### src/rtl/cpu_ctrl.sv
// -----------------------------------------------------------------------------
// cpu_ctrl
// Instruction-sequencing controller for the 8-bit toy CPU. Every instruction
// takes eight clocks: four fetch states (S0-S3) and four execute states
// (S4-S7). The block drives all datapath and memory strobes as a
// combinational decode of the current state, the opcode and the registered
// zero flag. HLT parks the controller in HALTED until reset.
//
// Ports
//   clk          in   single clock, rising-edge active
//   rst          in   synchronous active-high reset
//   opcode[2:0]  in   IR[15:13], valid from S2 onward
//   zero         in   accumulator == 0 flag from the ALU
//   fetch        out  address mux selects PC (S0-S3)
//   rd           out  memory read strobe
//   wr           out  memory write strobe
//   inc_pc       out  PC += 1 on next edge
//   load_pc      out  PC <= IR[12:0] on next edge
//   load_ir      out  IR captures data bus byte on next edge
//   load_acc     out  accumulator captures ALU result on next edge
//   datactl_ena  out  drive accumulator onto the data bus
//   halt         out  halted indication
// -----------------------------------------------------------------------------
module cpu_ctrl (
    input  logic       clk,
    input  logic       rst,
    input  logic [2:0] opcode,
    input  logic       zero,
    output logic       fetch,
    output logic       rd,
    output logic       wr,
    output logic       inc_pc,
    output logic       load_pc,
    output logic       load_ir,
    output logic       load_acc,
    output logic       datactl_ena,
    output logic       halt
);

    localparam logic [2:0] OP_HLT = 3'd0;
    localparam logic [2:0] OP_SKZ = 3'd1;
    localparam logic [2:0] OP_ADD = 3'd2;
    localparam logic [2:0] OP_AND = 3'd3;
    localparam logic [2:0] OP_XOR = 3'd4;
    localparam logic [2:0] OP_LDA = 3'd5;
    localparam logic [2:0] OP_STO = 3'd6;
    localparam logic [2:0] OP_JMP = 3'd7;

    typedef enum logic [3:0] {
        ST_RST    = 4'd0,
        ST_S0     = 4'd1,
        ST_S1     = 4'd2,
        ST_S2     = 4'd3,
        ST_S3     = 4'd4,
        ST_S4     = 4'd5,
        ST_S5     = 4'd6,
        ST_S6     = 4'd7,
        ST_S7     = 4'd8,
        ST_HALTED = 4'd9
    } state_t;

    state_t state_q, state_d;
    logic   zero_q,  zero_d;

    // Opcodes that read an operand from memory and feed the accumulator.
    function automatic logic is_mem_read(input logic [2:0] op);
        logic r;
        case (op)
            OP_ADD, OP_AND, OP_XOR, OP_LDA: r = 1'b1;
            default:                        r = 1'b0;
        endcase
        return r;
    endfunction

    // State and zero-flag registers with synchronous reset.
    always_ff @(posedge clk) begin
        if (rst) begin
            state_q <= ST_RST;
            zero_q  <= 1'b0;
        end else begin
            state_q <= state_d;
            zero_q  <= zero_d;
        end
    end

    // Next-state logic; zero is sampled only on leaving S3 so SKZ sees a
    // flag that cannot change under it during the execute phase.
    always_comb begin
        state_d = state_q;
        zero_d  = zero_q;
        case (state_q)
            ST_RST:    state_d = ST_S0;
            ST_S0:     state_d = ST_S1;
            ST_S1:     state_d = ST_S2;
            ST_S2:     state_d = ST_S3;
            ST_S3: begin
                zero_d = zero;
                if (opcode == OP_HLT) begin
                    state_d = ST_HALTED;
                end else begin
                    state_d = ST_S4;
                end
            end
            ST_S4:     state_d = ST_S5;
            ST_S5:     state_d = ST_S6;
            ST_S6:     state_d = ST_S7;
            ST_S7:     state_d = ST_S0;
            ST_HALTED: state_d = ST_HALTED;
            default:   state_d = ST_RST;
        endcase
    end

    // Strobe decode of state, opcode and captured zero flag.
    always_comb begin
        fetch       = 1'b0;
        rd          = 1'b0;
        wr          = 1'b0;
        inc_pc      = 1'b0;
        load_pc     = 1'b0;
        load_ir     = 1'b0;
        load_acc    = 1'b0;
        datactl_ena = 1'b0;
        halt        = 1'b0;
        case (state_q)
            ST_S0, ST_S1: begin
                // High byte in S0, low byte in S1; PC steps past each.
                fetch   = 1'b1;
                rd      = 1'b1;
                load_ir = 1'b1;
                inc_pc  = 1'b1;
            end
            ST_S2: begin
                fetch = 1'b1;
            end
            ST_S3: begin
                fetch = 1'b1;
                if (opcode == OP_HLT) begin
                    halt = 1'b1;
                end else begin
                    halt = 1'b0;
                end
            end
            ST_S4: begin
                if (is_mem_read(opcode)) begin
                    rd = 1'b1;
                end else begin
                    case (opcode)
                        OP_STO:  datactl_ena = 1'b1;
                        OP_JMP:  load_pc     = 1'b1;
                        OP_SKZ:  inc_pc      = zero_q;
                        default: rd          = 1'b0;
                    endcase
                end
            end
            ST_S5: begin
                if (is_mem_read(opcode)) begin
                    rd       = 1'b1;
                    load_acc = 1'b1;
                end else begin
                    case (opcode)
                        OP_STO: begin
                            // Write sits inside a bus window opened in S4
                            // and closed after S6.
                            datactl_ena = 1'b1;
                            wr          = 1'b1;
                        end
                        OP_JMP:  load_pc = 1'b1;
                        OP_SKZ:  inc_pc  = zero_q;
                        default: rd      = 1'b0;
                    endcase
                end
            end
            ST_S6: begin
                if (opcode == OP_STO) begin
                    datactl_ena = 1'b1;
                end else begin
                    datactl_ena = 1'b0;
                end
            end
            ST_HALTED: begin
                halt = 1'b1;
            end
            default: begin
                fetch = 1'b0;
            end
        endcase
    end

endmodule

### config.mk
export PLATFORM = sky130hd
export DESIGN_NAME = cpu_ctrl
export DESIGN_NICKNAME = d
export VERILOG_FILES = /design/src/rtl/cpu_ctrl.sv
export SDC_FILE = /design/constraint.sdc
export NUM_CORES = 1
export LEC_CHECK = 0
export CORE_AREA = 2 2 39 41
export CTS_BUF_LIST = sky130_fd_sc_hd__clkbuf_4 sky130_fd_sc_hd__clkbuf_8
export DETAILED_ROUTE_END_ITERATION = 7
export DIE_AREA = 0 0 41 43
export PLACE_DENSITY = 0.62
export SLEW_MARGIN = 40
export SYNTH_ARGS = -nofsm -noshare
export SYNTH_HDL_FRONTEND = slang
export SYNTH_SLANG_ARGS = --single-unit
### constraint.sdc
create_clock -name clk -period 2.2 [get_ports clk]
set_clock_uncertainty 0.15 [all_clocks]
set_input_delay 0.33 -clock clk [delete_from_list [all_inputs] [get_ports clk]]
set_output_delay 0.33 -clock clk [all_outputs]
set_load 0.01 [all_outputs]
======== Word-level counts from Yosys, hierarchy flattened ========
Index checks and enable logic that the tools add are counted.
operators by class
  multiplexer cells ....................... 26
  equal/unequal tests ..................... 16
  reduce and logical (&&, ||, !) cells .... 6
operators with widths
  cell                                                              count
  4-bit one-hot mux with 9 select lines                             1
  1-bit 2-to-1 mux                                                  19
  4-bit by 3-bit == test with 1-bit output (second input constant)  4
  3-bit == test (second input constant)                             4
  1-bit one-hot mux with 3 select lines                             3
  4-bit by 2-bit == test with 1-bit output (second input constant)  2
  4-bit == test (second input constant)                             2
  4-bit OR reduction                                                2
  3-bit by 2-bit == test with 1-bit output (second input constant)  2
  4-bit by 1-bit == test with 1-bit output (second input constant)  1
  4-bit zero test                                                   1
  4-bit 2-to-1 mux                                                  1
  1-bit one-hot mux with 2 select lines                             2
  2-bit OR reduction                                                2
  3-bit by 1-bit == test with 1-bit output (second input constant)  1
  3-bit zero test                                                   1
storage, ports and cells
  word-level logic and storage cells ...... 50
  input port bits ......................... 6
  register bits ........................... 5
  output and inout bits ................... 9

======== Logic depth before layout (Yosys ltp) ========
Gate-level depths: netlist (run 1).
  depth after elaboration ................. 6
  depth in mapped cells ................... 4
  gate-level depth less buffers ........... 3

======== Worst setup path before layout (run 1) ========
OpenSTA, ideal clock, no wires.
  path type ............................... register -> output
  start point ............................. register state_q[2]
  end point ............................... output port wr
  buffers on the path ..................... 1
  arrival time ............................ 1.196 ns
  stages on the path, launching flop included .. 5
  data required time ...................... 1.720 ns
  setup slack ............................. 0.524 ns
  cell sequence ........................... dfxtp_1 clkbuf_1 and2b_1 nand2_1 nor4_1
between the ends
  longest elaborated chain between the ends .. 2
RTL lines
  what                                      RTL line  text
  from (decl)                               62        state_t state_q, state_d;
  from (signal assigned)                    81        state_q <= state_d;
  4-bit by 3-bit == test with 1-bit output  124       case (state_q)
  1-bit 2-to-1 mux                          124
  to (decl)                                 31        output logic wr,
Every way passes these cells.

======== Final worst setup path (run 1) ========
  start point ............................. input port opcode[0]
  end point ............................... output port halt
between the ends
  longest elaborated chain between the ends .. 3
RTL lines
  what                                   RTL line  text
  from (decl)                            27        input logic [2:0] opcode,
  3-bit zero test                        137       if (opcode == OP_HLT) begin
  1-bit 2-to-1 mux                       137
  1-bit one-hot mux with 2 select lines  124
  to (decl)                              37        output logic halt
Every way passes these cells.

==> impl_metrics.csv, run 1 <==
group,metric,value,unit
run_status,status,"finished clean",
clock_tree,clk-insertion-delay-late,0.24,ns
grt,grt_pass1_vias,360,
synthesis,synth.area.top_cells,"dfxtp_1, nor2_1, xor2_1",
grt,overflow,0,
sta,finalCriticalPeriod,2.13,ns
sta,final.setup.worst_slack,0.0705,ns
synthesis,yosys.area.top_type_share,28.5,%
run,maxCapViolCount,0,
place,io_buffers,14,
place,dpl.hpwl,714,microns
synthesis,syn_area,352,sq um
grt,grt_pass1_wl,1.54,mm
routing,vias,406,
critical_path,critPathTopFamily,"simple AND/OR/NAND/NOR gates",
critical_path,crit_type,"input port to output port",
critical_path,end_kind,"output port",
grt,antenna_found_initial,0,
layout,area_growth,58.7,%
layout,drive_gt1_share,20.3,%
power,cellLeakagePower,0.000247,uW
synthesis,synth_fa_ha_area_share,0,%
clock_tree,cts_tree,"built",
routing,wl_per_cell,10.7,microns
clock_tree,cts_num_sinks,5,
die,io_pins,15,
synthesis,synth_xor_area_share,9.96,%
power,power.total,319,uW
worst_hold_path,hp-class,"register to register",
layout,fin_nets,76,
clock_tree,htree_levels,1,
sta,drv_slew,0,
sta,rsz0062_at_grt,"false",
critical_path,critPathBufInv,2,
synthesis,syn_avg_cell_area,7.18,sq um
clock_tree,clk_pin_slew,0.04,ns
layout,fill_cells,145,
synthesis,ys_seq_area_share,28.5,%
die,die_x,41,microns
die,die-height,43,microns
synthesis,synth_top_family_by_area,"simple AND/OR/NAND/NOR gates",
synthesis,ys_ff_latch,5,
sta,setup_violations,0,
sta,fmax,470,MHz
synthesis,syn-num-nets,55,
critical_path,path_cells,"clkdlybuf4s50_1, or4_4, o21a_1, nor2_1, buf_2",
sta,tightest_slew,0.240,ns
place,place_ws,-0.356,ns
routing,wl,908,microns
synthesis,syn-instance-count,49,
synthesis,yosysWarnings,0,
clock_tree,cts_buffers,3,
layout,n_antenna_cell,0,
die,initial_core_util,25.4,%
sta,finalHoldViolations,0,
die,die_area,1760,sq um
routing,drt_iter0_markers,16,
clock_tree,clock_tree.buffer_depth,2,
synthesis,synth-simple-area-share,40.9,%
critical_path,cp.required,1.72,ns
sta,tns,0,ns
die,core,1380,sq um
critical_path,slowest_delay,0.52,ns
routing,viasPerCell,4.78,
routing,drc,0,
routing,antenna_left,0,
routing,first_pass_iters,4,
synthesis,muxShareOfSynthArea,0,%
power,vdd_drop_max,0.253,mV
synthesis,yosysTopAreaCell,"dfxtp_1",
critical_path,path_max_fanout,2,
clock_tree,cts-root-buf,"clkbuf_4",
place,finalWeightedCongestion,0.742,
die,rows,14,
grt,grt_use_total,13.2,%
sta,relSlewSlack,83.8,%
critical_path,critPathSlowestCell,"or4_4",
sta,finalCritPeriodShare,96.8,%
critical_path,worstSetupStartpointType,"input port",
synthesis,ys_types,22,
grt,grt_start_max_net_pins,12,
critical_path,critical_path_arrival,1.65,ns
clock_tree,cts_setup_buffers,0,
synthesis,synth_compound_area_share,15.3,%
power,power_density,573,nW/um^2
## metrics by stage
step,std cells,hold WS [ns],instance area [sq um],utilization (%)
2_1_floorplan,49,0.249,352,-
3_3_place_gp,81,0.326,538,38.9
3_5_place_dp,81,0.322,538,38.9
4_1_cts,85,0.332,556,40.1
5_1_grt,85,0.368,558,40.3
6_report,85,0.343,558,40.3
## cells in the final DEF (no fill, tap or decap), types with 3 or more instances in the layout
master,count
dfxtp_1,4
a21oi_1,5
nor3_1,3
clkbuf_4,4
buf_4,6
nand2_1,3
nor2_1,8
clkdlybuf4s50_1,6
xor2_1,3
dlygate4sd2_1,7
## layer usage
metal	track usage [%]	up-vias	part of all wire, %
met1	17.4	180	44
li1	-	213	-
met4	12.0	0	1.7
met2	17.5	11	49
met3	1.57	2	4.4
met5	0	-	0
## timing repair
action,CTS,global route
endpoints found under the hold margin,0,0
endpoints found under the setup margin,9,1
pin swaps,0,0
hold buffers,0,0
resized for setup,12,1
gates cloned,0,0
## synthesized netlist by cell type
master	n
clkbuf_1	1
nand3_1	2
nor4_1	2
nand3b_1	1
or3_1	1
a31oi_1	1
o21a_1	1
a21oi_1	5
and2b_1	1
nand2_1	3
xor2_1	3
or4_4	1
xnor2_1	1
a22oi_1	1
nor2b_1	1
dfxtp_1	5
buf_2	3
nand2b_1	2
nor4bb_1	1
o31ai_1	1
nor3_1	3
nor2_1	9
## worst reg2reg max path, stage by stage, from the launching register on
cell	delay, ns
dfxtp_1	0.32
or4_4	0.54
buf_4	0.15
or3_1	0.31
a21oi_1	0.14
## final cells by class
cell class	count	area (sq um)	area share, %
multi-input combinational	40	235	42.2
timing repair buffer	20	171	30.7
sequential	5	101	18.2
tap	16	20.0	3.59
clock buffer	4	30.0	5.38
## state kept, by name, indices dropped and copies added, names as in the netlist
| register | flops |
|---|---|
| zero_q | 1 |
| state_q | 4 |
## where the power goes
group / total, uW / switching [uW] / leakage (uW) / internal (uW)
sequential: 108 / 10.6 / 0.0000412 / 97.0
combinational: 96.0 / 46.3 / 0.000187 / 49.7
clock: 116 / 35.1 / 0.0000184 / 80.7
## cell families after synthesis
family          count (synthesis)
flops                           5
simple gates                   27
compound gates                  9
buf+inv                         4
xor+xnor                        4
## final timing paths
kind                    from    endpoint  slack (ns)  depth (start not counted)
setup / recovery   opcode[0]        halt        0.07                          5
hold / removal        zero_q      zero_q        0.34                          2
setup reg to reg  state_q[0]  state_q[3]        0.52                          4
hold reg to reg       zero_q      zero_q        0.34                          2
(Power assumes the default switching activity.)
==> run 2, diff against run 1 <==
- CTS_BUF_LIST: sky130_fd_sc_hd__clkbuf_4 sky130_fd_sc_hd__clkbuf_8 -> unset
==> impl_metrics.csv, run 2 (same netlist as run 1, synthesis figures left out) <==
group,metric,value,unit
clock_tree,cts_hold_buffers,0,
die,core,1380,sq um
grt,grt_pass1_wl,1.52,mm
die,die-height,43,microns
layout,area_growth,57.7,%
routing,first_pass_iters,4,
layout,drive_gt1_share,18.8,%
critical_path,end_kind,"output port",
clock_tree,cts-root-buf,"clkbuf_4",
grt,grt_use_total,13.1,%
die,rows,14,
clock_tree,clock_tree.buffer_depth,2,
power,vdd_drop_max,0.251,mV
power,clkPwrFrac,33.5,%
clock_tree,cts_tree,"built",
clock_tree,clk_pin_slew,0.04,ns
sta,fmax,470,MHz
routing,antenna_left,0,
critical_path,path_max_fanout,2,
sta,finalCritPeriodShare,96.8,%
clock_tree,cts_setup_buffers,0,
sta,rsz0062_at_grt,"false",
place,finalWeightedCongestion,0.742,
clock_tree,cts_num_sinks,5,
place,place_ws,-0.356,ns
sta,relSlewSlack,83.9,%
layout,layout_commonest_cell,"nor2_1",
routing,drt_iter0_markers,16,
layout,n_antenna_cell,0,
grt,antenna_found_initial,0,
power,switching_share,29.8,%
run_status,status,"finished clean",
routing,viasPerCell,4.74,
routing,drc,0,
clock_tree,htree_levels,1,
critical_path,critical_path_arrival,1.65,ns
power,switchingPower,91.4,uW
die,io_pins,15,
layout,regMostFlops,"state_q",
power,cellLeakagePower,0.000243,uW
critical_path,worstSetupStartpointType,"input port",
critical_path,crit_type,"input port to output port",
die,initial_core_util,25.4,%
sta,tns,0,ns
sta,setup_violations,0,
power,internal_power,215,uW
die,die_area,1760,sq um
sta,tightest_slew,0.240,ns
die,die_x,41,microns
place,io_buffers,14,
grt,overflow,0,
sta,drv_slew,0,
grt,grt_start_max_net_pins,12,
clock_tree,clk-insertion-delay-late,0.24,ns
sta,final.setup.worst_slack,0.0705,ns
place,dpl.hpwl,714,microns
layout,layout_common_cells,"nor2_1, dlygate4sd2_1, clkdlybuf4s50_1, buf_4, a21oi_1",
power,p_seq_share,35.1,%
layout,reg.largest.list,"state_q x4, zero_q x1",
critical_path,cp.required,1.72,ns
layout,fin_nets,76,
power,p_comb_share,31.3,%
sta,holdWs,0.343,ns
worst_hold_path,hp-class,"register to register",
routing,wl_per_cell,10.7,microns
clock_tree,cts_buffers,3,
sta,finalHoldViolations,0,
sta,finalCriticalPeriod,2.13,ns
routing,vias,403,
grt,grt_pass1_vias,356,
run,maxCapViolCount,0,
layout,largest_reg_flops,4,
power,power_density,553,nW/um^2
routing,wl,906,microns
-- run 2: cell counts in the layout (fill, tap and decap cells not counted) --
Identical to the previous run, type by type.
-- run 2: area by class of cell --
cell class	count	area [sq um]
clock buffer	4	26.3
timing repair buffer	20	171
multi-input combinational	40	235
tap	16	20.0
fill	147	830
sequential	5	101
-- run 2: stage by stage --
| step | instance area, sq um | total power [uW] | cells | utilization (%) |
|---|---|---|---|---|
| final | 554 | 307 | 85 | 40.1 |
| after global routing | 554 | 326 | 85 | 40.1 |
| after CTS | 552 | 313 | 85 | 39.9 |
| after detailed placement | 538 | 213 | 81 | 38.9 |
| after global placement | 538 | 213 | 81 | 38.9 |
| after floorplan | 352 | 156 | 49 | - |
-- run 2: critical path, stage by stage --
cell and delay, ns:
clkdlybuf4s50_1 0.42, or4_4 0.52, o21a_1 0.18, nor2_1 0.07, buf_2 0.13
-- run 2: layer usage --
layer / GRT usage [%] / vias to the layer above / routed length [microns]
met1: 17.4 / 180 / 403
li1: - / 213 / -
met2: 17.2 / 8 / 450
met5: 0 / - / 0
met3: 1.57 / 2 / 37
met4: 12.0 / 0 / 15
-- run 2: worst paths after layout --
kind / from / end / slack (ns) / depth (start not counted)
setup / recovery: opcode[0] / halt / 0.07 / 5
hold / removal: zero_q / zero_q / 0.34 / 2
setup reg to reg: state_q[0] / state_q[3] / 0.52 / 4
hold reg to reg: zero_q / zero_q / 0.34 / 2
-- run 2: power by group through the flow --
stage          registers (uW)  clock network, uW  logic, uW
6_report                  108                103       96.0
5_1_grt                   109                112        106
4_1_cts                   107                110       96.4
3_5_place_dp              108                  0        105
3_3_place_gp              108                  0        105
2_1_floorplan             100                  0       56.0
-- run 2: timing repair --
| action | CTS | global route |
|---|---|---|
| hold endpoints to repair | 0 | 0 |
| endpoints found under the setup margin | 9 | 1 |
| resized for setup | 12 | 1 |
| pin swaps | 0 | 0 |
